==> src/rtl/dma_pkg.sv <==
// Shared types and constants for the DMA FIFO sequencer.
// FSM state encoding, FIFO geometry and the burst-size helper.
package dma_pkg;

    typedef enum logic [2:0] {
        IDLE  = 3'd0,
        READ  = 3'd1,
        WRITE = 3'd2,
        DRAIN = 3'd3,
        DONE  = 3'd4
    } dma_state_e;

    localparam int FIFO_DEPTH  = 16;
    localparam int FIFO_USABLE = 15;
    localparam int WORD_BYTES  = 4;

    // Next burst length: the smaller of the configured burst and the words left.
    function automatic logic [3:0] burst_size(input logic [31:0] rem,
                                              input logic [3:0]  blen);
        if (rem < {28'd0, blen}) begin
            return rem[3:0];
        end else begin
            return blen;
        end
    endfunction

endpackage

==> src/rtl/dma_addr_gen.sv <==
// Word address generator: loads a start address and steps by one word,
// wrapping modulo 2^ADDR_W. Used once for the source and once for the
// destination side.
module dma_addr_gen
    import dma_pkg::*;
#(
    parameter int ADDR_W = 32
) (
    input  logic              clk,
    input  logic              rst,
    input  logic              load,
    input  logic [ADDR_W-1:0] load_addr,
    input  logic              inc,
    output logic [ADDR_W-1:0] addr
);

    logic [ADDR_W-1:0] addr_r;

    // Address register: load has priority over increment; increment wraps.
    always_ff @(posedge clk or negedge rst) begin
        if (!rst) begin
            addr_r <= {ADDR_W{1'b0}};
        end else if (load) begin
            addr_r <= load_addr;
        end else if (inc) begin
            addr_r <= addr_r + ADDR_W'(WORD_BYTES);
        end else begin
            addr_r <= addr_r;
        end
    end

    assign addr = addr_r;

endmodule

==> src/rtl/dma_fifo_ctrl.sv <==
// DMA FIFO sequencer: fills the FIFO from the source port one burst at a
// time, drains each burst to the destination port, and repeats until the
// programmed word count has moved. Abort empties the FIFO without writing.
// Optional interrupt output enabled by defining DMA_FIFO_CTRL_IRQ_EN.
module dma_fifo_ctrl
    import dma_pkg::*;
#(
    parameter int ADDR_W    = 32,
    parameter int CNT_W     = 16,
    parameter int BURST_LEN = 4
) (
    input  logic              clk,
    input  logic              rst,
    input  logic              start,
    input  logic              abort,
    input  logic [ADDR_W-1:0] src_addr,
    input  logic [ADDR_W-1:0] dst_addr,
    input  logic [CNT_W-1:0]  xfer_words,
    output logic              rd_req,
    output logic [ADDR_W-1:0] rd_addr,
    input  logic              rd_valid,
    output logic              wr_req,
    output logic [ADDR_W-1:0] wr_addr,
    input  logic              wr_ready,
    output logic              wc_en,
    output logic              rc_en,
    input  logic              full,
    input  logic              fifo_empty,
    output logic              busy,
    output logic              done,
    output logic              err
`ifdef DMA_FIFO_CTRL_IRQ_EN
    ,
    output logic              irq,
    input  logic              irq_clr
`endif
);

    localparam logic [3:0] BURST_W4 = 4'(BURST_LEN);

    dma_state_e        state_r;
    dma_state_e        state_s;
    logic [CNT_W-1:0]  remaining_r;
    logic [3:0]        burst_left_r;
    logic              err_r;
    logic              done_r;

    logic              start_ok_s;
    logic              rd_req_s;
    logic              wr_req_s;
    logic              wc_en_s;
    logic              rc_en_s;
    logic              rd_step_s;
    logic              wr_step_s;
    logic              reload_s;
    logic              drop_s;
    logic              err_s;

    assign start_ok_s = (state_r == IDLE) && start;

    // Next-state and per-state port controls.
    always_comb begin
        state_s   = state_r;
        rd_req_s  = 1'b0;
        wr_req_s  = 1'b0;
        wc_en_s   = 1'b0;
        rc_en_s   = 1'b0;
        rd_step_s = 1'b0;
        wr_step_s = 1'b0;
        reload_s  = 1'b0;
        case (state_r)
            IDLE: begin
                if (start) begin
                    if (xfer_words == {CNT_W{1'b0}}) begin
                        state_s = DONE;
                    end else begin
                        state_s = READ;
                    end
                end else begin
                    state_s = IDLE;
                end
            end
            READ: begin
                rd_req_s  = !full && (burst_left_r != 4'd0);
                wc_en_s   = rd_valid && !full;
                rd_step_s = rd_req_s;
                if (abort) begin
                    state_s = DRAIN;
                end else if ((burst_left_r == 4'd0) ||
                             (rd_req_s && (burst_left_r == 4'd1))) begin
                    state_s = WRITE;
                end else begin
                    state_s = READ;
                end
            end
            WRITE: begin
                wr_req_s  = !fifo_empty;
                rc_en_s   = wr_req_s && wr_ready;
                wr_step_s = rc_en_s;
                if (abort) begin
                    state_s = DRAIN;
                end else if (fifo_empty) begin
                    if (remaining_r == {CNT_W{1'b0}}) begin
                        state_s = DONE;
                    end else begin
                        state_s  = READ;
                        reload_s = 1'b1;
                    end
                end else begin
                    state_s = WRITE;
                end
            end
            DRAIN: begin
                rc_en_s = !fifo_empty;
                if (fifo_empty) begin
                    state_s = IDLE;
                end else begin
                    state_s = DRAIN;
                end
            end
            DONE: begin
                state_s = IDLE;
            end
            default: begin
                state_s = IDLE;
            end
        endcase
    end

    // A source word that cannot be stored is dropped and flagged.
    assign drop_s = rd_valid && !((state_r == READ) && !full);
    assign err_s  = start_ok_s ? drop_s : (err_r | drop_s);

    // FSM state register.
    always_ff @(posedge clk or negedge rst) begin
        if (!rst) begin
            state_r <= IDLE;
        end else begin
            state_r <= state_s;
        end
    end

    // Word and burst counters: loaded on start, reloaded between bursts.
    always_ff @(posedge clk or negedge rst) begin
        if (!rst) begin
            remaining_r  <= {CNT_W{1'b0}};
            burst_left_r <= 4'd0;
        end else if (start_ok_s) begin
            remaining_r  <= xfer_words;
            burst_left_r <= burst_size(32'(xfer_words), BURST_W4);
        end else if (rd_step_s) begin
            remaining_r  <= remaining_r - CNT_W'(1);
            burst_left_r <= burst_left_r - 4'd1;
        end else if (reload_s) begin
            remaining_r  <= remaining_r;
            burst_left_r <= burst_size(32'(remaining_r), BURST_W4);
        end else begin
            remaining_r  <= remaining_r;
            burst_left_r <= burst_left_r;
        end
    end

    // Status flags: sticky overflow error and the completion pulse.
    always_ff @(posedge clk or negedge rst) begin
        if (!rst) begin
            err_r  <= 1'b0;
            done_r <= 1'b0;
        end else begin
            err_r  <= err_s;
            done_r <= (state_r == DONE);
        end
    end

    dma_addr_gen #(.ADDR_W(ADDR_W)) u_src_addr (
        .clk       (clk),
        .rst       (rst),
        .load      (start_ok_s),
        .load_addr (src_addr),
        .inc       (rd_step_s),
        .addr      (rd_addr)
    );

    dma_addr_gen #(.ADDR_W(ADDR_W)) u_dst_addr (
        .clk       (clk),
        .rst       (rst),
        .load      (start_ok_s),
        .load_addr (dst_addr),
        .inc       (wr_step_s),
        .addr      (wr_addr)
    );

`ifdef DMA_FIFO_CTRL_IRQ_EN
    logic irq_r;
    logic irq_set_s;

    // Set on completion or a new error; a set in the same cycle as clear wins.
    assign irq_set_s = (state_r == DONE) || (err_s && !err_r);

    // Interrupt flag register.
    always_ff @(posedge clk or negedge rst) begin
        if (!rst) begin
            irq_r <= 1'b0;
        end else if (irq_set_s) begin
            irq_r <= 1'b1;
        end else if (irq_clr) begin
            irq_r <= 1'b0;
        end else begin
            irq_r <= irq_r;
        end
    end

    assign irq = irq_r;
`endif

    assign rd_req = rd_req_s;
    assign wr_req = wr_req_s;
    assign wc_en  = wc_en_s;
    assign rc_en  = rc_en_s;
    assign busy   = (state_r != IDLE);
    assign done   = done_r;
    assign err    = err_r;

endmodule
==> config.mk <==
export PLATFORM = sky130hd
export DESIGN_NAME = dma_fifo_ctrl
export DESIGN_NICKNAME = d
export VERILOG_FILES = /design/src/rtl/dma_pkg.sv /design/src/rtl/dma_addr_gen.sv /design/src/rtl/dma_fifo_ctrl.sv
export SDC_FILE = /design/constraint.sdc
export NUM_CORES = 1
export LEC_CHECK = 0
export CAP_MARGIN = 15
export CORE_UTILIZATION = 43
export DETAILED_ROUTE_END_ITERATION = 8
export HOLD_SLACK_MARGIN = 0.08
export PLACE_DENSITY = 0.77
export SLEW_MARGIN = 5
export SYNTH_ARGS = -nofsm -noshare
export SYNTH_HDL_FRONTEND = slang
export SYNTH_HIERARCHICAL = 1
export SYNTH_SLANG_ARGS = --single-unit
==> constraint.sdc <==
create_clock -name clk -period 3.4 [get_ports clk]
set_input_delay 0.51 -clock clk [delete_from_list [all_inputs] [get_ports clk]]
set_output_delay 0.51 -clock clk [all_outputs]
set_load 0.01 [all_outputs]
==> Yosys cells after proc, flatten, opt, wreduce, memory -nomap -nowiden <==
Index checks and enable logic that the tools add are counted.
{ "classes": {"bitwise_logic": 1, "addsub": 4, "eq_ne": 5, "muxes": 30, "order_cmp": 2, "n_reduce_logical": 20} }
{ "ops": {"columns": ["operator", "n"], "rows": [
  ["2-to-1 mux 32 bit", 4],
  ["adder 32 x 3 -> 32 bit, second input constant", 2],
  ["zero test 16 bit", 2],
  ["less-than comparator 16 x 3 -> 1 bit, second input constant", 2],
  ["2-to-1 mux 16 bit", 2],
  ["2-to-1 mux 4 bit", 5],
  ["subtractor 16 x 1 -> 16 bit, second input constant", 1],
  ["2-to-1 mux 3 bit", 5],
  ["case mux 3 bit (4 select lines)", 1],
  ["2-to-1 mux 1 bit", 9],
  ["logical AND 1 bit", 7],
  ["equality test 3 x 2 -> 1 bit, second input constant", 2],
  ["2-to-1 mux 2 bit", 3],
  ["nonzero test 3 bit", 2],
  ["equality test 4 x 1 -> 1 bit, second input constant", 1],
  ["zero test 4 bit", 1],
  ["nonzero test 2 bit", 2],
  ["nonzero test 4 bit", 1],
  ["subtractor 4 x 1 -> 4 bit, second input constant", 1],
  ["equality test 3 x 1 -> 1 bit, second input constant", 1],
  ["equality test 3 bit, second input constant", 1],
  ["zero test 1 bit", 3],
  ["zero test 3 bit", 1],
  ["case mux 1 bit (2 select lines)", 1],
  ["2 further kinds", 2]
]} }
{ "word_totals": {"regBits": 89, "output_inout_bits": 71, "elab_cells": 69, "in_bits": 88} }

==> Depth between registers and ports, before layout <==
Gate-level depths: netlist (run 1).
{ "logic_depth": {"ltp_word": 8, "depth_mapped": 14, "mapped_depth_nobuf": 9} }

==> Cells and area by module <==
Netlist (run 1), hierarchy kept.
{ "by_module_without_submodules": {"columns": ["module", "area_each_um2", "instances", "cells_per_inst"], "rows": [
  ["dma_addr_gen", 1820.5, 2, 200],
  ["dma_fifo_ctrl", 1610.3, 1, 180]
]} }

==> Worst setup path after synthesis (run 1) <==
No wires, ideal clock.
{ "synth_path": {"path_kind": "in2reg", "from": "in full", "to": "reg u_src_addr.addr_r[27], in the netlist u_src_addr/addr[27]", "setup_ns": 0.082, "path_buffers": 4, "required_time_ns": 3.318, "stages": 11, "path_slack_ns": 0.180, "arrival_ns": 3.138, "cell_sequence": "or4b_4 or2_1 buf_6 clkinv_4 buf_12 buf_6 nand4_2 buf_6 or4b_4 or4_1 a31oi_1"} }
{ "synth_via": {"elab_chain_cells": 4} }
{ "synth_rtl": {"columns": ["element", "line_no", "text"], "rows": [
  ["from (decl)", "dma_fifo_ctrl.sv:27", "input logic full,"],
  ["zero test 1 bit", "dma_fifo_ctrl.sv:84", "rd_req_s = !full && (burst_left_r != 4'd0);"],
  ["logical AND 1 bit", "dma_fifo_ctrl.sv:84", null],
  ["2-to-1 mux 1 bit", null, null],
  ["via rd_req", "dma_fifo_ctrl.sv:19", "output logic rd_req,"],
  ["nonzero test 2 bit (no source line)", null, null],
  ["to (signal assigned)", "dma_addr_gen.sv:24", "addr_r <= load_addr;"],
  ["to (signal assigned)", "dma_addr_gen.sv:26", "addr_r <= addr_r + ADDR_W'(WORD_BYTES);"],
  ["to (signal assigned)", "dma_addr_gen.sv:28", "addr_r <= addr_r;"],
  ["to (decl)", "dma_addr_gen.sv:17", "logic [ADDR_W-1:0] addr_r;"]
]} }
The timed path passes the listed nets, and every way through them passes these cells.
A chain may end at the register's enable or synchronous reset.

==> Final worst setup path (run 1) <==
{ "layout_path": {"from": "in full", "to": "out rd_req"} }
{ "layout_via": {"elab_chain_cells": 3} }
{ "layout_rtl": {"columns": ["element", "line_no", "text"], "rows": [
  ["zero test 1 bit", "dma_fifo_ctrl.sv:84", null],
  ["logical AND 1 bit", "dma_fifo_ctrl.sv:84", null],
  ["2-to-1 mux 1 bit", "dma_fifo_ctrl.sv:71", "case (state_r)"],
  ["to (decl)", "dma_fifo_ctrl.sv:19", null]
]} }
No other way between the ends.

==> PnR_summary.wiki, run 1 <==
{| class="wikitable"
! Metric !! Value
|-
| Multi-input combinational cell area || 0.00277 mm²
|-
| Total grt overflow || 0
|-
| Commonest cells in the synthesized netlist || sky130_fd_sc_hd__dfrtp_1, sky130_fd_sc_hd__nand2_1, sky130_fd_sc_hd__nor2_1, sky130_fd_sc_hd__o21ai_0, sky130_fd_sc_hd__a31oi_1
|-
| Placeable Area || between 0.01 and 0.015 mm²
|-
| Number of antenna violations at the first check in global routing || 0
|-
| Area enclosed by the die boundary || 0.0127 mm²
|-
| Total GRT Usage || 23.3%
|-
| Htree depth || 3
|-
| Effective utilization at floorplan || 45.0%
|-
| Area growth, synth to finish || 37.5%
|-
| Sum of buffers and inverters on the critical path || 4
|-
| Fillers || 1025
|-
| Count of mapped cells out of synthesis || 580
|-
| Wire length after detailed routing || 14700 µm
|-
| Critical Path Most Common Cell || sky130_fd_sc_hd__clkdlybuf4s50_1
|-
| CTS Root Buffer Type || sky130_fd_sc_hd__clkbuf_16
|-
| Tmin final || 3170 ps
|-
| Setup crit end kind || output port
|-
| Placed wire-length estimate after detailed placement || approximately 11000 µm
|-
| Number of optimization iterations in the first detailed-route pass || 4
|-
| Max Slew Vio Count || 0
|-
| Post-layout nets || just over 800
|-
| Portion of the post-synthesis area used by sequential elements || 42.4%
|-
| Worst Tran Pin Value || 800 ps
|-
| Clock transition at the registers of the reported paths || about 60 ps
|-
| Deepest clock path buffer count || 2
|-
| Layout cell share with drive strength beyond 1 || 6.92%
|-
| Via total after detailed routing || 5259
|-
| Critical path class || primary input to output port
|-
| Die width || 113 µm
|-
| First-pass GRT wire length || 24100 µm
|-
| Post-CTS Setup Repair Bufs || 0
|-
| Cell type with the highest aggregate area in the netlist || sky130_fd_sc_hd__dfrtp_1
|-
| Power per cell area || 820 mW/mm²
|-
| RSZ-0062 raised after global routing || no
|-
| Crit path setup slack, layout || 226 ps
|-
| Leading cell type by number of instances after synthesis || sky130_fd_sc_hd__dfrtp_1
|-
| Average size of a mapped cell || 9.05 µm²
|-
| Drt initial violations || around 320
|-
| Final-report setup violation count || 0
|-
| Top-level port count || 159
|-
| Clock tree from TritonCTS || yes
|-
| Delay-heaviest family, CP || buffers and inverters
|-
| Antenna Nets Post-Route || 0
|-
| Setup tns final || 0 ps
|-
| Number of global-route vias before repair || 5090
|-
| Setup clock skew after layout || roughly 9 ps
|-
| Delay of the slowest cell on the worst path || 600 ps
|-
| Detailed-route vias per instance || 5.98
|-
| Area of all sequential standard cells || 0.00223 mm²
|-
| Area of the mapped netlist || 0.00525 mm²
|-
| MaxCap Viol Count || 0
|-
| Critical Path AT || 2660 ps
|-
| Max-slew headroom at the worst pin || approximately 47%
|-
| Worst-path cell chain || clkdlybuf4s50_1 > or4b_4 > or2_1 > clkinv_4 > buf_4 > clkdlybuf4s50_1
|-
| Pin count of the biggest net entering global routing || between 60 and 70
|-
| Count of input and output buffers || between 150 and 200
|-
| Max stage delay cell, worst path || sky130_fd_sc_hd__clkdlybuf4s50_1
|-
| Worst-case vdd ir drop || approximately 0.0004 V
|-
| Die Height || about 110 µm
|-
| Worst Path Max Fanout || 20
|-
| Outcome || complete, no violations
|-
| Area share of the largest cell type after synthesis || 42.4%
|-
| Top cells by area, synth || sky130_fd_sc_hd__dfrtp_1, sky130_fd_sc_hd__nand2_1, sky130_fd_sc_hd__o21ai_0
|-
| Static leakage power || roughly 2.7 nW
|-
| Hold crit path type || primary input to asynchronous set/reset pin
|-
| Antenna cells || 0
|-
| Hold buffer count at CTS || 0
|-
| DR WL/cell || 16.7 µm
|-
| Clock insertion delay at the later pin of the skew report || 330 ps
|-
| Number of remaining DRC errors || 0
|-
| # rows || 39
|-
| Cell variety after synth || 58
|-
| Primary flip-flop cell chosen by synthesis mapping || sky130_fd_sc_hd__dfrtp_1
|-
| Share of the cycle needed by the critical path after routing || 93.3%
|-
| Number of storage elements in the synthesis netlist || 89
|-
| Net count after synthesis || 673
|-
| CTS Buf Count || 9
|-
| Fmax || 315 MHz
|-
| Final Wtd Congestion || 0.864
|-
| Worst setup slack before clock tree synthesis || 67.8 ps
|-
| Number of synthesized flops with an enable pin || 0
|-
| Fraction of registers with async set or reset after synthesis || 100%
|-
| CP Data Required Time || 2890 ps
|-
| Crit start category || primary input
|-
| Synthesis warning total || 6
|-
| Number of hold violations in the final report || 0
|-
| CTS resizes || 0
|-
| Clock sink count || 89
|}
[kinds of logic (layout without fill, tap and decap cells)]
kind of cell,count (synthesis),after routing,synth area share (%)
multiplexers,6,6,1.24
buffers and inverters,49,206,4.86
flip-flops,89,89,42.4
XOR/XNOR,32,32,5.34
adder cells (fa/ha/maj),5,5,1.19
AND/OR/NAND/NOR,258,258,27.5
AO/OA/AOI/OAI,141,141,17.5
[metal layers]
layer,global-route usage [%],up-vias,share of wire (%)
met4,7.82,0,1.5
met2,40.0,212,50
met3,4.54,23,5.2
met5,0,-,0
li1,-,2493,-
met1,29.5,2531,43
[sequential cells by signal, indices dropped and copies added, names as in the netlist]
| signal | cells |
|---|---|
| err | 1 |
| done | 1 |
| burst_left_r | 4 |
| u_src_addr/addr | 32 |
| u_dst_addr/addr | 32 |
| state_r | 3 |
| remaining_r | 16 |
[cells in the final DEF (no fill, tap or decap), drive strengths merged, types with 13 or more instances in the layout]
cell and count:
nor3 20, nor4 15, inv 15, nor2 46, nand3 23, o31ai 25
o21ai 49, xnor2 20, nand4 21, buf 15, or4 26, clkdlybuf4s50 157
clkbuf 13, nand2 66, a31oi 29, dfrtp 89
[stage by stage]
stage               area [µm²]  utilization, %  hold slack, ps  std cells  power [mW]
floorplan                 5250               -             214        580        3.57
detailed placement        6930            59.4             495        864        4.92
finish                    7220            61.9             266        880        5.92
global placement          6930            59.4             490        864        4.81
CTS                       7220            61.9             296        880        5.93
global route              7220            61.9             334        880        6.28
[where the power goes]
part | total (mW) | switching, mW | internal (mW) | leakage (nW)
sequential | 2.24 | 0.686 | 1.55 | 1.07
combinational | 2.70 | 1.28 | 1.42 | 1.45
clock | 0.981 | 0.393 | 0.588 | 0.144
[final cells by class]
type,instances,share of cell area (%)
Clock buffer,13,3.47
Clock inverter,3,0.554
Inverter,18,1.00
Multi-Input combinational cell,442,38.3
Sequential cell,89,30.8
Tap cell,143,2.48
Timing Repair Buffer,172,23.3
[final timing paths]
| kind | startpoint | endpoint | slack (ps) | cells after the start |
|---|---|---|---|---|
| max | full | rd_req | 230 | 6 |
| min | rst | u_src_addr/addr[1]$_DFFE_PN0P_ | 270 | 1 |
| max reg2reg | state_r[1]$_DFF_PN0_ | u_dst_addr/addr[31]$_DFFE_PN0N_ | 360 | 7 |
| min reg2reg | u_dst_addr/addr[1]$_DFFE_PN0P_ | u_dst_addr/addr[1]$_DFFE_PN0P_ | 510 | 1 |
| max in group asynchronous | rst | u_dst_addr/addr[3]$_DFFE_PN0N_ | 2410 | 2 |
| min in group clk | u_dst_addr/addr[1]$_DFFE_PN0P_ | u_dst_addr/addr[1]$_DFFE_PN0P_ | 510 | 1 |
Note: power is estimated with default switching activity, not from simulation.
==> inputs of run 2 (changes only) <==
==> constraint.sdc (replaced) <==
create_clock -name clk -period 3.4 [get_ports clk]
set_input_delay 1.02 -clock clk [delete_from_list [all_inputs] [get_ports clk]]
set_output_delay 1.02 -clock clk [all_outputs]
set_load 0.01 [all_outputs]
==> PnR_summary.wiki, run 2 (synthesis results as in run 1) <==
{| class="wikitable"
! Metric !! Value
|-
| Die width || 113 µm (unchanged)
|-
| Fillers || 977 (-4.7%)
|-
| Setup slack of the worst register-to-register path || 460 ps (+100 ps)
|-
| Worst-path cell chain || dlygate4sd2_1 > or4b_4 > or2_4 > clkinv_4 > clkdlybuf4s15_2
|-
| Post-layout nets || 836 (+1.3%)
|-
| Layout cell share with drive strength beyond 1 || 8.69% (+1.8 points)
|-
| Max-slew headroom at the worst pin || 57.5% (+11 points)
|-
| Launching element of the worst setup path || full
|-
| First-pass GRT wire length || 24800 µm (+3.0%)
|-
| Clock tree from TritonCTS || yes
|-
| Clock sink count || 89 (unchanged)
|-
| Share of the cycle needed by the critical path after routing || 97.7% (+4.3 points)
|-
| Final Wtd Congestion || 0.889 (+2.8%)
|-
| CTS resizes || 7 (+7)
|-
| Drt initial violations || 284 (-12%)
|-
| Critical Path AT || 2300 ps (-360 ps)
|-
| Most frequent cells in the layout || sky130_fd_sc_hd__clkdlybuf4s50_1, sky130_fd_sc_hd__dfrtp_1, sky130_fd_sc_hd__nand2_1, sky130_fd_sc_hd__nor2_1, sky130_fd_sc_hd__o21ai_0
|-
| Placeable Area || 0.0117 mm² (unchanged)
|-
| Effective utilization at floorplan || 45.0% (unchanged)
|-
| Via total after detailed routing || 5372 (+2.1%)
|-
| Die Height || 113 µm (unchanged)
|-
| Clock transition at the registers of the reported paths || 60 ps (about the same)
|-
| Worst Tran Pin Value || 635 ps (-165 ps)
|-
| Depth of the worst register-to-register path || 7 (unchanged)
|-
| Number of global-route vias before repair || 5219 (+2.5%)
|-
| Cell depth of the worst setup path || 5 (-1)
|-
| Wire length after detailed routing || 15000 µm (+1.7%)
|-
| Power per cell area || 811 mW/mm² (-1.1%)
|-
| Hold crit path type || flip-flop to flip-flop
|-
| Number of optimization iterations in the first detailed-route pass || 5 (+1)
|-
| Detailed-route vias per instance || 6.03 (+0.89%)
|-
| Number of hold violations in the final report || 0 (unchanged)
|-
| Setup tns final || 0 ps (unchanged)
|-
| Top-level port count || 159 (unchanged)
|-
| Depth of the worst hold-timing path || 1
|-
| Hold buffer count at CTS || 0 (unchanged)
|-
| Fmax || 301 MHz (-4.4%)
|-
| Deepest clock path buffer count || 2 (unchanged)
|-
| Worst Path Max Fanout || 3 (-85%)
|-
| Max Slew Vio Count || 0 (unchanged)
|-
| Critical path class || primary input to output port
|-
| Area growth, synth to finish || 39.8%
|-
| Outcome || complete, no violations
|-
| Sum of buffers and inverters on the critical path || 3 (-1)
|-
| Worst reg2reg startpoint || state_r[1]$_DFF_PN0_
|-
| Number of remaining DRC errors || 0 (unchanged)
|-
| Worst-case vdd ir drop || 0.000404 V (+3.6%)
|-
| CTS Root Buffer Type || sky130_fd_sc_hd__clkbuf_16
|-
| CP Data Required Time || 2380 ps (-510 ps)
|-
| Static leakage power || 2.73 nW (+2.5%)
|-
| Total grt overflow || 0 (unchanged)
|-
| # rows || 39 (unchanged)
|-
| Final worst hold slack || 506 ps (+239 ps)
|-
| Area enclosed by the die boundary || 0.0127 mm² (unchanged)
|-
| Reg2reg end || u_dst_addr/addr[27]$_DFFE_PN0N_
|-
| Setup crit end kind || output port
|-
| Final-report setup violation count || 0 (unchanged)
|-
| RSZ-0062 raised after global routing || no
|-
| Termination of the worst setup path || rd_req
|-
| Pin count of the biggest net entering global routing || 51 (-19%)
|-
| Placed wire-length estimate after detailed placement || 10900 µm (+2.6%)
|-
| Clock insertion delay at the later pin of the skew report || 340 ps (about the same)
|-
| Tmin final || 3320 ps (+148 ps)
|-
| DR WL/cell || 16.8 µm (+0.49%)
|-
| Total GRT Usage || 24.2% (+0.88 points)
|-
| Htree depth || 3 (unchanged)
|-
| Max stage delay cell, worst path || sky130_fd_sc_hd__or4b_4
|-
| Delay-heaviest family, CP || simple AND/OR/NAND/NOR gates
|-
| Setup clock skew after layout || 8.25 ps (-0.719 ps)
|-
| Post-CTS Setup Repair Bufs || 0 (unchanged)
|-
| Most common library cell in the layout ignoring fill and taps || sky130_fd_sc_hd__clkdlybuf4s50_1
|-
| Delay of the slowest cell on the worst path || 490 ps (-110 ps)
|-
| Antenna cells || 0 (unchanged)
|-
| Share of the core filled with cells in the final layout || 63.0% (+1.0 points)
|-
| MaxCap Viol Count || 0 (unchanged)
|-
| Number of antenna violations at the first check in global routing || 0 (unchanged)
|-
| Count of input and output buffers || 158 (unchanged)
|-
| Antenna Nets Post-Route || 0 (unchanged)
|-
| Crit start category || primary input
|-
| CTS Buf Count || 9 (unchanged)
|}
==> run 2: cell type report <==
type	instances	area, µm²	area share [%]
clock inverter	3	40.0	0.545
timing repair buffer	183	1790	24.4
clock buffer	13	250	3.41
inverter	18	72.6	0.988
tap	143	179	2.44
sequential	89	2230	30.3
multi-input combinational	442	2790	37.9
==> run 2: layer usage <==
metal	wire length, µm	GRT usage, %
met3	967	4.59
met2	7410	40.8
met5	0	0
met4	308	10.6
met1	6280	30.4
==> run 2: worst min path at each step <==
| stage | start | to | slack (ps) |
|---|---|---|---|
| CTS | u_src_addr/addr[1]$_DFFE_PN0P_ | u_src_addr/addr[1]$_DFFE_PN0P_ | 510 |
| finish | u_dst_addr/addr[0]$_DFFE_PN0P_ | u_dst_addr/addr[0]$_DFFE_PN0P_ | 510 |
| global route | u_src_addr/addr[1]$_DFFE_PN0P_ | u_src_addr/addr[1]$_DFFE_PN0P_ | 520 |
| global placement | u_dst_addr/addr[1]$_DFFE_PN0P_ | u_dst_addr/addr[1]$_DFFE_PN0P_ | 490 |
| floorplan | remaining_r[15]$_DFFE_PN0P_ | remaining_r[15]$_DFFE_PN0P_ | 480 |
| detailed placement | u_src_addr/addr[1]$_DFFE_PN0P_ | u_src_addr/addr[1]$_DFFE_PN0P_ | 490 |
==> run 2: report_power, final <==
part	total [mW]	leakage (nW)	internal [mW]	switching, mW
combinational	2.72	1.52	1.44	1.28
clock	0.993	0.144	0.588	0.405
sequential	2.24	1.07	1.55	0.684
==> run 2: stage by stage <==
step	power, mW	std cells	area [µm²]	setup WS [ps]
floorplan	3.59	580	5290	-210
global placement	4.83	875	7050	-403
detailed placement	4.95	875	7050	-428
CTS	5.96	891	7340	74.9
global route	6.36	891	7340	40.8
finish	5.96	891	7340	78.5
